--- src/rtl/shift_reg_univ.sv ---
// Universal shift register: parallel load, shift/rotate in both directions,
// arithmetic right shift and clear, plus a counted burst mode that shifts one
// bit per cycle and reports busy/done.
module shift_reg_univ #(
  parameter int WIDTH = 8,
  parameter int CNT_W = 4
) (
  input  logic             clk,
  input  logic             rst,
  input  logic             en,
  input  logic [2:0]       mode,
  input  logic             sin_r,
  input  logic             sin_l,
  input  logic [WIDTH-1:0] d,
  input  logic             start,
  input  logic [CNT_W-1:0] count,
  output logic [WIDTH-1:0] out,
  output logic             shout,
  output logic             busy,
  output logic             done
);

  localparam logic [0:0] IDLE  = 1'b0;
  localparam logic [0:0] SHIFT = 1'b1;

  localparam logic [2:0] M_HOLD = 3'd0;
  localparam logic [2:0] M_SHL  = 3'd1;
  localparam logic [2:0] M_SHR  = 3'd2;
  localparam logic [2:0] M_ROL  = 3'd3;
  localparam logic [2:0] M_ROR  = 3'd4;
  localparam logic [2:0] M_LOAD = 3'd5;
  localparam logic [2:0] M_ASR  = 3'd6;
  localparam logic [2:0] M_CLR  = 3'd7;

  localparam logic [CNT_W-1:0] REM_ONE = {{(CNT_W-1){1'b0}}, 1'b1};
  localparam logic [CNT_W-1:0] REM_ZERO = '0;

  logic [0:0]       state;
  logic [2:0]       op_q;
  logic [CNT_W-1:0] rem;
  logic [2:0]       op_sel;
  logic [WIDTH-1:0] nxt_out;
  logic             nxt_sh;
  logic             mode_shifts;

  // During a burst the latched op drives the datapath; otherwise the live mode.
  always_comb op_sel = (state == SHIFT) ? op_q : mode;

  // Only ops that move bits out of the register are worth a burst.
  always_comb mode_shifts = (mode == M_SHL) || (mode == M_SHR) || (mode == M_ROL) ||
                            (mode == M_ROR) || (mode == M_ASR);

  // Next register value and shifted-out bit for the selected op; hold, load
  // and clear keep the previous shout.
  always_comb begin
    nxt_out = out;
    nxt_sh  = shout;
    case (op_sel)
      M_SHL:  begin nxt_out = {out[WIDTH-2:0], sin_r};       nxt_sh = out[WIDTH-1]; end
      M_SHR:  begin nxt_out = {sin_l, out[WIDTH-1:1]};       nxt_sh = out[0];       end
      M_ROL:  begin nxt_out = {out[WIDTH-2:0], out[WIDTH-1]}; nxt_sh = out[WIDTH-1]; end
      M_ROR:  begin nxt_out = {out[0], out[WIDTH-1:1]};      nxt_sh = out[0];       end
      M_ASR:  begin nxt_out = {out[WIDTH-1], out[WIDTH-1:1]}; nxt_sh = out[0];      end
      M_LOAD: nxt_out = d;
      M_CLR:  nxt_out = '0;
      M_HOLD: nxt_out = out;
      default: nxt_out = out;
    endcase
  end

  // Control FSM and datapath registers; start outranks single-step in IDLE,
  // and all inputs except the serial bits are ignored while shifting.
  always_ff @(posedge clk or negedge rst) begin
    if (!rst) begin
      state <= IDLE;
      out   <= '0;
      shout <= 1'b0;
      busy  <= 1'b0;
      done  <= 1'b0;
      op_q  <= M_HOLD;
      rem   <= REM_ZERO;
    end else begin
      done <= 1'b0;
      case (state)
        IDLE: begin
          if (start) begin
            if (mode_shifts && (count != REM_ZERO)) begin
              op_q  <= mode;
              rem   <= count;
              busy  <= 1'b1;
              state <= SHIFT;
            end else begin
              done <= 1'b1;
            end
          end else if (en) begin
            out   <= nxt_out;
            shout <= nxt_sh;
          end
        end
        default: begin
          out   <= nxt_out;
          shout <= nxt_sh;
          rem   <= rem - REM_ONE;
          if (rem == REM_ONE) begin
            busy  <= 1'b0;
            done  <= 1'b1;
            state <= IDLE;
          end
        end
      endcase
    end
  end

endmodule

--- config.mk ---
export PLATFORM = sky130hd
export DESIGN_NAME = shift_reg_univ
export DESIGN_NICKNAME = d
export VERILOG_FILES = /design/src/rtl/shift_reg_univ.sv
export SDC_FILE = /design/constraint.sdc
export NUM_CORES = 1
export LEC_CHECK = 0
export ABC_AREA = 1
export CAP_MARGIN = 20
export CORE_ASPECT_RATIO = 0.9
export CORE_UTILIZATION = 44
export DETAILED_ROUTE_END_ITERATION = 6
export PLACE_DENSITY = 0.87
export SETUP_SLACK_MARGIN = 0.5
export SLEW_MARGIN = 15
export SYNTH_ARGS = -nofsm -noshare
export SYNTH_HDL_FRONTEND = slang
export SYNTH_SLANG_ARGS = --single-unit
--- constraint.sdc ---
create_clock -name clk -period 1.4 [get_ports clk]
set_clock_uncertainty 0.1 [all_clocks]
set_input_delay 0.28 -clock clk [delete_from_list [all_inputs] [get_ports clk]]
set_output_delay 0.28 -clock clk [all_outputs]
set_load 0.05 [all_outputs]
==> run_results.csv <==
group,metric,value,unit
outcome,status,"finished with violations",
outcome,violations,"negative setup slack",
routing,ant_nets,0,
power,powerDensity,2880,nW/um^2
floorplanning,die_w,59.9,um
floorplanning,row_count,18,
sta,min_period,1.65,ns
worst_hold_path,hold_path.startpoint,"count[2]",
floorplanning,dieArea,3240,um^2
routing,first_pass_iters,7,
worst_hold_path,hold_path_class,"primary input to flop",
yosys,synthCells,194,
setup_path,regToRegSetupSlack,-0.25,ns
routing,num_vias,1849,
yosys,ys_warn_count,0,
worst_hold_path,hold_end,"rem[2]",
yosys,ys_seq_elements,19,
routing,viasPerCell,6.00,
yosys,synth_top_area_share,35.8,%
job,drv_cap,0,
clocking,cts_root_buf,"clkbuf_4",
sta,rsz0062_at_grt,"yes",
setup_path,crit_required,1.53,ns
setup_path,worstPathMaxFanout,7,
yosys,yosys.area.top_type,"dfrtp_1",
final_layout,final_area,2430,um^2
yosys,synth_area_leaders,"dfrtp_1, nand2_1, nand3_1",
placed_design,place_inst,278,
setup_path,crit_top_cell,"nand2_1",
placed_design,gp_congestion,0.901,
routing,remaining_drc_errors,0,
worst_hold_path,min_delay_path_depth,3,
final_layout,syn_to_final_growth,83.2,%
routing,wl_per_cell,19.9,um
final_layout,drive_gt1_share,48.9,%
final_layout,fin_util,87.0,%
setup_path,worstPathArrival,1.78,ns
floorplanning,initial_core_util,47.5,%
clocking,cts_buffer_depth,2,
clocking,cts_sinks,19,
sta,layout_setup_ws,-0.251,ns
clocking,cts_tree,"built",
sta,setup_viol,13,
placed_design,portBuffers,31,
yosys,synth_nets,217,
placed_design,place_area,1980,um^2
yosys,syn_area,1330,um^2
setup_path,cp_cell_sequence,"clkinv_4, nand2_4, nand2_8, buf_4, nand3_2, nand2_1, inv_1, nand3_1, nand2_1, nand2_2",
floorplanning,pin_count,32,
power,p_leak,1.19,nW
final_layout,n_antenna_cell,0,
clocking,clk_pin_slew,0.13,ns
power,ir_drop,2170,uV
clocking,cts-buffers-inserted,3,
setup_path,timing.rr.end,"out[0]",
placed_design,hpwl,2500,um
clocking,htree_num_levels,1,
sta,finalHoldViolCount,0,
sta,worstMarginPinSlew,0.370,ns
yosys,synth_area_per_cell,6.84,um^2
setup_path,crit_path_max_incr_delay,0.47,ns
setup_path,worst_path_max_delay_cell,"dfrtp_2",
sta,period_share,118,%
setup_path,path_class,"flop to flop",
power,total_power,0.00700,W
floorplanning,core,2790,um^2
setup_path,crit_buf_inv,3,
global_route,track_usage,32.4,%
sta,fmax,606,MHz
yosys,seq_area_frac_synth,35.8,%
global_route,grt_pass1_wl,7520,um
setup_path,timing.rr.start,"state",
setup_path,critPathTopFamily,"simple AND/OR/NAND/NOR gates",
clocking,insertion_delay,0.33,ns
sta,maxSlewHeadroom,75.2,%
routing,wl,6140,um
floorplanning,die_h,54.1,um
global_route,grt_max_degree,20,
routing,drt_iter0_markers,229,
yosys,synthDistinctLibCells,21,
setup_path,r2r_cells,10,
final_layout,final_nets,292,
setup_path,critPathLaunchType,"flop",
placed_design,dp_slack,-0.372,ns
final_layout,stdcell_count,308,
sta,slew_viol_final,0,
global_route,grt_pass1_vias,1629,
global_route,grt-ovfl-total,0,
global_route,antenna_found_initial,0,
setup_path,cp-end-kind,"flop",
## metal layers
layer	share of wire, %	track usage [%]
met5	0	0
met4	6.4	17.8
met3	10	6.25
met2	50	55.4
met1	34	38.4
## cells in the final DEF (no fill, tap or decap), types with 7 or more instances in the layout
cell type	instances
dfrtp_1	7
nand2_4	11
nand2_8	8
nand3_1	28
dfrtp_2	12
nand3_2	7
nand2_2	13
nand2_1	38
buf_6	8
buf_4	30
inv_1	17
clkdlybuf4s50_1	12
buf_12	11
nor2_1	22
## sequential cells by signal, summed over array words and instances (netlist names)
signal and cells:
op_q 3, busy 1, state 1, done 1, out 8, rem 4
shout 1
## power breakdown
part	internal [W]	switching [W]	total, W
Clock	0.000109	0.000209	0.000319
Sequential	0.000873	0.000329	0.00120
Combinational	0.00229	0.00319	0.00548
## worst register-to-register path: stages, from the launching register on
cell and delay, ns:
dfrtp_2 0.47, clkinv_4 0.13, nand2_4 0.14, nand2_8 0.10
buf_4 0.16, nand3_2 0.06, nand2_1 0.07, inv_1 0.09
nand3_1 0.09, nand2_1 0.09, nand2_2 0.07
## stage by stage
step / setup TNS (ns) / hold WS, ns
after global routing: -2.22 / 0.162
after detailed placement: -5.22 / 0.419
after CTS: -0.361 / 0.186
final: -1.80 / 0.164
after global placement: -4.82 / 0.402
after floorplan: 0 / -0.116
## cell usage after synthesis
cell type	number
a21oi_1	2
nand2_2	8
nor2_2	1
nand2_4	6
nand3_1	35
buf_8	1
buf_4	1
o21ai_1	1
o21ai_0	4
ha_1	2
nand3b_1	1
dfrtp_1	19
nand2_1	54
nand4_1	2
buf_6	1
nor2_4	2
inv_1	19
or2_2	1
inv_2	2
nor2_1	31
a21boi_2	1
## cell type report
cell class / count / area (um^2)
multi-input combinational: 153 / 1030
timing repair buffer: 71 / 746
sequential: 19 / 490
fill: 135 / 363
inverter: 21 / 86.3
tap: 40 / 50.0
clock buffer: 3 / 22.5
clock inverter: 1 / 7.51
## cells by family (layout without fill, tap and decap cells)
kind of cell	after synthesis	after routing	synth area share [%]
buffers and inverters	24	96	8.49
AO/OA/AOI/OAI	8	8	3.49
flip-flops	19	19	35.8
AND/OR/NAND/NOR	141	143	50.3
adder cells (fa/ha/maj)	2	2	1.89
## what timing repair did
action,in CTS,in global routing
pin swaps,29,20
setup endpoints to repair,30,30
cloned,1,1
setup buffers,16,8
hold buffers,0,0
resized for setup,32,42
## how the worst max path moves through the flow
stage,start,endpoint,cells after the start
finish,state,out[0],10
global route,state,out[3],9
CTS,state,out[1],9
detailed placement,mode[0],out[7],10
global placement,mode[0],out[7],10
floorplan,state,out[1],9
(Power assumes the default switching activity.)
==> RTL change 1, RTL diff (same settings) <==
Set the parameter `CNT_W` to 6 (it was 4).
--- a/src/rtl/shift_reg_univ.sv
+++ b/src/rtl/shift_reg_univ.sv
@@ -4,5 +4,5 @@
 module shift_reg_univ #(
   parameter int WIDTH = 8,
-  parameter int CNT_W = 4
+  parameter int CNT_W = 6
 ) (
   input  logic             clk,
Interface: changed (resized count); port bits go from 32 to 34. No check against the original RTL was run, so the function may have changed too.
==> RTL change 1 against the unedited design <==
The run still ends with negative setup slack left. Cell area up 11%. Wire length up 15%. Synthesized area up 15%. Via count up 14%. Worst setup slack better by 0.039 ns. Synthesized cell count up 9.3%. Total power up 19%. Sequential share of layout area down 0.17 points. Die area up 15%. Combinational power up 20%. Sequential power up 11%. Sequential cell count up 2.
==> RTL change 1: results (changes against the unedited design) <==
** Pwr
- The static leakage is 0.00129 uW (+8.1%).
- The worst IR drop on VDD was 0.00211 V (-2.7%).
- Net Sw Power :: 4490 uW (+20%)

** Finish
- Final #Nets :: 311 (+6.5%)
- The largest registers in the layout are out: 8 flops, rem: 6 flops, op_q: 3 flops.
- Layout filler cell count :: 148 (+9.6%)

** Placed design
- PortBufs :: 33 (+6.5%)
- Total placed instance area :: 2160 um^2 (+9.2%)
- Routability Congestion :: 0.881 (-2.3%)
- The total half-perimeter wirelength after legalization and detailed placement is 3.08 mm (+23%).
- The worst setup timing slack at the placement stage came to -0.418 ns (-0.0469 ns).

** Global routing
- The number of global-route vias before repair came to 1933 (+19%).
- Aggregate global-route resource usage :: 33.1% (+0.74 points)
- Global routing met1 resource utilization :: 41.6% (+3.3 points)
- Maximum number of pins on one net before global-route repair :: 22 (+10%)
- The met3 capacity usage during global routing came to 5.51% (-0.74 points).

** Synthesis
- The post-synthesis net count came to 237 (+9.2%).
- Commonest cells in the synthesized netlist :: sky130_fd_sc_hd__nand2_1 (47), sky130_fd_sc_hd__nand3_1 (32), sky130_fd_sc_hd__nor2_1 (31)
- Part of the Yosys area used for sequential elements :: 34.3% (-1.5 points)
- Sorting the synthesized cells by area gives the leading types as sky130_fd_sc_hd__dfrtp_1 (34%), sky130_fd_sc_hd__nand2_1 (12%), sky130_fd_sc_hd__nand3_1 (10%), sky130_fd_sc_hd__nand2_4 (8.8%), sky130_fd_sc_hd__nor2_1 (7.6%).
- The number of distinct library cells after synthesis is 24 (+14%).

** Timing
- Relative max-transition margin :: 79.7% (+4.4 points)
- Count of endpoints failing setup in the final report :: 19 (+6)
- The worst setup slack after layout is -0.211 ns (+0.0394 ns).

** Clock network
- Clock latency on the worst-skew pair :: 0.27 ns (-0.06 ns)
- Cell at the root of the clock tree :: sky130_fd_sc_hd__clkbuf_8
- Clock Pin Slew Worst Setup and Hold Paths :: 0.09 ns (-0.04 ns)

** Setup path
- Slowest Stage Delay on Critical Path :: 0.50 ns (+0.03 ns)
- The data arrival time of the critical path is 1.68 ns (-0.10 ns).

** Min path
- The min-delay analysis places its worst path in the category primary input to asynchronous set/reset pin.

** Status
- Status :: complete, but fails checks
- Violations in the final reports :: negative setup slack

** Routing
- The routed wire length is 7.03 mm (+15%).
- Via/cell ratio :: 6.47 (+7.8%)
- The violation count after the first detailed-route iteration was 217 (-5.2%).
[RTL change 1: worst paths after layout]
kind                                from       to  depth (start not counted)  slack (ns)
worst max-delay path               state   out[7]                          9       -0.21
worst min-delay path                 rst  op_q[0]                          2        0.25
worst max register to register     state   out[7]                          9       -0.21
worst min register to register    rem[1]   rem[1]                          2        0.44
max in group asynchronous            rst   out[3]                          2        0.70
min in group clk                count[5]   rem[5]                          3        0.32
[RTL change 1: worst reg2reg max path, stage by stage (launching register included)]
cell and delay [ns]:
sky130_fd_sc_hd__dfrtp_2 0.50, sky130_fd_sc_hd__buf_12 0.19, sky130_fd_sc_hd__nand2_8 0.08, sky130_fd_sc_hd__nand2_8 0.14
sky130_fd_sc_hd__buf_4 0.14, sky130_fd_sc_hd__nor2_2 0.03, sky130_fd_sc_hd__nand2_1 0.08, sky130_fd_sc_hd__nand3_1 0.09
sky130_fd_sc_hd__nor2_1 0.12, sky130_fd_sc_hd__nor2_1 0.05
[RTL change 1: final cells by class]
cell class / count / area [um^2] / share of cell area, %
clock buffers: 4 / 45.0 / 1.67
well taps: 42 / 52.6 / 1.95
repair buffers: 69 / 759 / 28.2
flip-flops and latches: 21 / 539 / 20.0
inverters: 24 / 108 / 3.99
multi-input cells: 167 / 1190 / 44.2
[RTL change 1: through the flow]
stage	instances	total power, uW
6_report	327	8330
5_1_grt	327	8630
4_1_cts	322	7130
3_5_place_dp	301	5740
3_3_place_gp	301	5550
2_1_floorplan	212	4210
[RTL change 1: cells by family (layout without fill, tap and decap cells)]
logic type / Yosys count / after routing / share of synthesized area, %
AO/OA/AOI/OAI: 16 / 16 / 5.72
XOR/XNOR: 1 / 1 / 0.572
adder cells (fa/ha/maj): 2 / 2 / 1.64
buffers and inverters: 28 / 97 / 9.16
flip-flops: 21 / 21 / 34.3
AND/OR/NAND/NOR: 144 / 148 / 48.6
[RTL change 1: routing by layer]
layer / vias up / part of all wire, %
met5: - / 0
met4: 0 / 8.6
met3: 83 / 9.9
met2: 214 / 45
met1: 978 / 37
li1: 841 / -
[RTL change 1: power groups by stage]
stage	combinational (uW)	sequential, uW	clock, uW
6_report	6560	1330	440
3_5_place_dp	4440	1300	0
3_3_place_gp	4270	1290	0
2_1_floorplan	2530	1680	0
5_1_grt	6830	1350	454
4_1_cts	5450	1260	419
[RTL change 1: what timing repair did]
item,CTS,global route
endpoints found under the hold margin,0,0
setup endpoints to repair,32,32
buffers inserted,13,5
cloned,4,0
pin swaps,16,12
gates resized for setup,59,30
==> RTL change 2, RTL diff (config.mk and constraints unchanged) <==
Without the edit above. Put one more register stage on the output `shout`, cleared by the reset. The value now appears one clock later. The other outputs are not delayed to match.
--- a/src/rtl/shift_reg_univ.sv
+++ b/src/rtl/shift_reg_univ.sv
@@ -36,4 +36,6 @@
   localparam logic [CNT_W-1:0] REM_ZERO = '0;
 
+  logic shout_s0;
+
   logic [0:0]       state;
   logic [2:0]       op_q;
@@ -55,5 +57,5 @@
   always_comb begin
     nxt_out = out;
-    nxt_sh  = shout;
+    nxt_sh  = shout_s0;
     case (op_sel)
       M_SHL:  begin nxt_out = {out[WIDTH-2:0], sin_r};       nxt_sh = out[WIDTH-1]; end
@@ -75,5 +77,5 @@
       state <= IDLE;
       out   <= '0;
-      shout <= 1'b0;
+      shout_s0 <= 1'b0;
       busy  <= 1'b0;
       done  <= 1'b0;
@@ -95,10 +97,10 @@
           end else if (en) begin
             out   <= nxt_out;
-            shout <= nxt_sh;
+            shout_s0 <= nxt_sh;
           end
         end
         default: begin
           out   <= nxt_out;
-          shout <= nxt_sh;
+          shout_s0 <= nxt_sh;
           rem   <= rem - REM_ONE;
           if (rem == REM_ONE) begin
@@ -112,4 +114,12 @@
   end
 
+  always_ff @(posedge clk or negedge rst) begin
+    if (!rst) begin
+      shout <= '0;
+    end else begin
+      shout <= shout_s0;
+    end
+  end
+
 endmodule
 
Behaviour: not the same (Yosys sat finds a counterexample within 4 cycles, from zero or initial values and one cycle with rst low).
==> RTL change 2 against the unedited design <==
The run still ends with negative setup slack left. Cell area fell by 9.1%. Wire length shrank 21%. Critical path depth fell by 2. Sequential cell count rose by 1. Total power fell by 9.8%. Via count down 13%. Worst setup slack got worse by 0.013 ns. Synthesized area shrank 1.5%. Final cell count decreased by 10%.
==> RTL change 2: results (changes against the unedited design) <==
** Routing
- The routed wire length is 4.84 mm (-21%).
- DR iter-0 viols :: 99 (-57%)
- Count of vias placed by the detailed router :: 1603 (-13%)
- Length of the first detailed-routing pass in iterations :: 5 (-2)

** Finish
- Fraction of standard cell area in multi-input logic :: 38.4% (-3.9 points)
- Layout filler cell count :: 160 (+19%)
- Logic inverters :: 23 (+9.5%)
- Multi-input combinational cell count :: 132 (-14%)
- The clock distribution area overhead in the final layout was 2.38% (+1.1 points).
- Buffers outside the clock class :: 58 (-18%)
- The flip-flop and latch area came to 510 um^2 (+4.1%).
- Finished Layout Cells :: 277 (-10%)
- The number of nets in the layout came to 261 (-11%).
- The final design utilization came to 79.1% (-7.9 points).
- The portion of the layout cell area used by non-clock buffers is 29.4% (-1.3 points).

** Placed design
- The worst setup timing slack at the placement stage was -0.407 ns (-0.0355 ns).
- The placed instance area was 1900 um^2 (-4.0%).
- DP Wirelength :: 2.41 mm (-3.7%)

** Timing
- Hold_ws :: 0.179 ns (+0.0151 ns)
- The worst-margin pin slew came to 0.379 ns (+0.00867 ns).
- The final setup violation count is 16 (+3).
- The worst setup slack after layout came to -0.263 ns (-0.0127 ns).
- Post-route setup TNS :: -2.60 ns (-0.792 ns)

** Synthesis
- Compound-gate portion of the synthesized area :: 13.1% (+9.6 points)
- The sequential element share of the synthesized area came to 38.3% (+2.5 points).
- Commonest cells in the synthesized netlist :: sky130_fd_sc_hd__nand2_1 (36), sky130_fd_sc_hd__nor2_1 (25), sky130_fd_sc_hd__dfrtp_1 (20), sky130_fd_sc_hd__inv_1 (20), sky130_fd_sc_hd__a21oi_1 (19)
- The number of distinct library cells after synthesis was 23 (+9.5%).
- Mapped Nets :: 197 (-9.2%)
- The mean instance size in the synthesized netlist was 7.51 um^2 (+9.8%).
- The register bit count reported by yosys came to 20 (+1).
- Arithmetic-cell share of the synthesized area counting full adders, half adders and majority gates :: 1.92% (+0.029 points)
- By area the synthesized netlist is led by sky130_fd_sc_hd__dfrtp_1 (38%), sky130_fd_sc_hd__nand2_1 (10%), sky130_fd_sc_hd__a21oi_1 (7.3%), sky130_fd_sc_hd__nor2_1 (7.2%), sky130_fd_sc_hd__nand2_4 (6.0%).

** Global routing
- Wire length of the first global-routing pass :: 6.91 mm (-8.2%)
- The number of global-route vias before repair came to 1415 (-13%).
- The combined global-route utilization of all metal layers came to 29.9% (-2.4 points).
- Maximum number of pins on one net before global-route repair :: 21 (+5.0%)

** Setup path
- RR Endpoint :: out[7]
- The number of cells on the worst reg-to-reg path came to 8 (-2).
- Crit-path max FO :: 8 (+1)

** Pwr
- The static leakage was 0.00104 uW (-13%).
- VDD IR max :: 0.00201 V (-7.2%)
- Share of power burned in the clock network :: 7.6% (+3.0 points)
- The power consumed by combinational cells is 4570 uW (-17%).
- The switching fraction of total power came to 51.0% (-2.2 points).

** Min path
- The path class of the tightest hold or removal check is primary input to asynchronous set/reset pin.

** Clock network
- Post-CTS setup repair buffer count :: 8 (-8)

** Status
- The flow ran to the end, but the final reports show violations.
- The checks that failed: negative setup slack.
## RTL change 2: cell types whose count changed in the layout (fill, tap and decap cells not counted), moves of 5 or more
cell | unedited run | this run
sky130_fd_sc_hd__nand3_1 | 28 | 9
sky130_fd_sc_hd__a21oi_1 | 0 | 18
sky130_fd_sc_hd__buf_4 | 30 | 20
sky130_fd_sc_hd__nor2_1 | 22 | 14
sky130_fd_sc_hd__nand2_1 | 38 | 32
sky130_fd_sc_hd__nand3_2 | 7 | 1
sky130_fd_sc_hd__dfrtp_1 | 7 | 12
## RTL change 2: worst min path at each step
stage	startpoint	to
floorplan	rst	busy
CTS	rst	rem[2]
global placement	shout_s0	shout
finish	rst	state
global route	rst	out[3]
detailed placement	shout_s0	shout
## RTL change 2: routing by layer
metal | GRT usage [%] | share of wire, % | vias to the layer above
met4 | 11.5 | 4.4 | 0
li1 | - | - | 692
met5 | 0 | 0 | -
met3 | 7.45 | 9.5 | 26
met2 | 49.3 | 47 | 118
met1 | 38.0 | 39 | 767
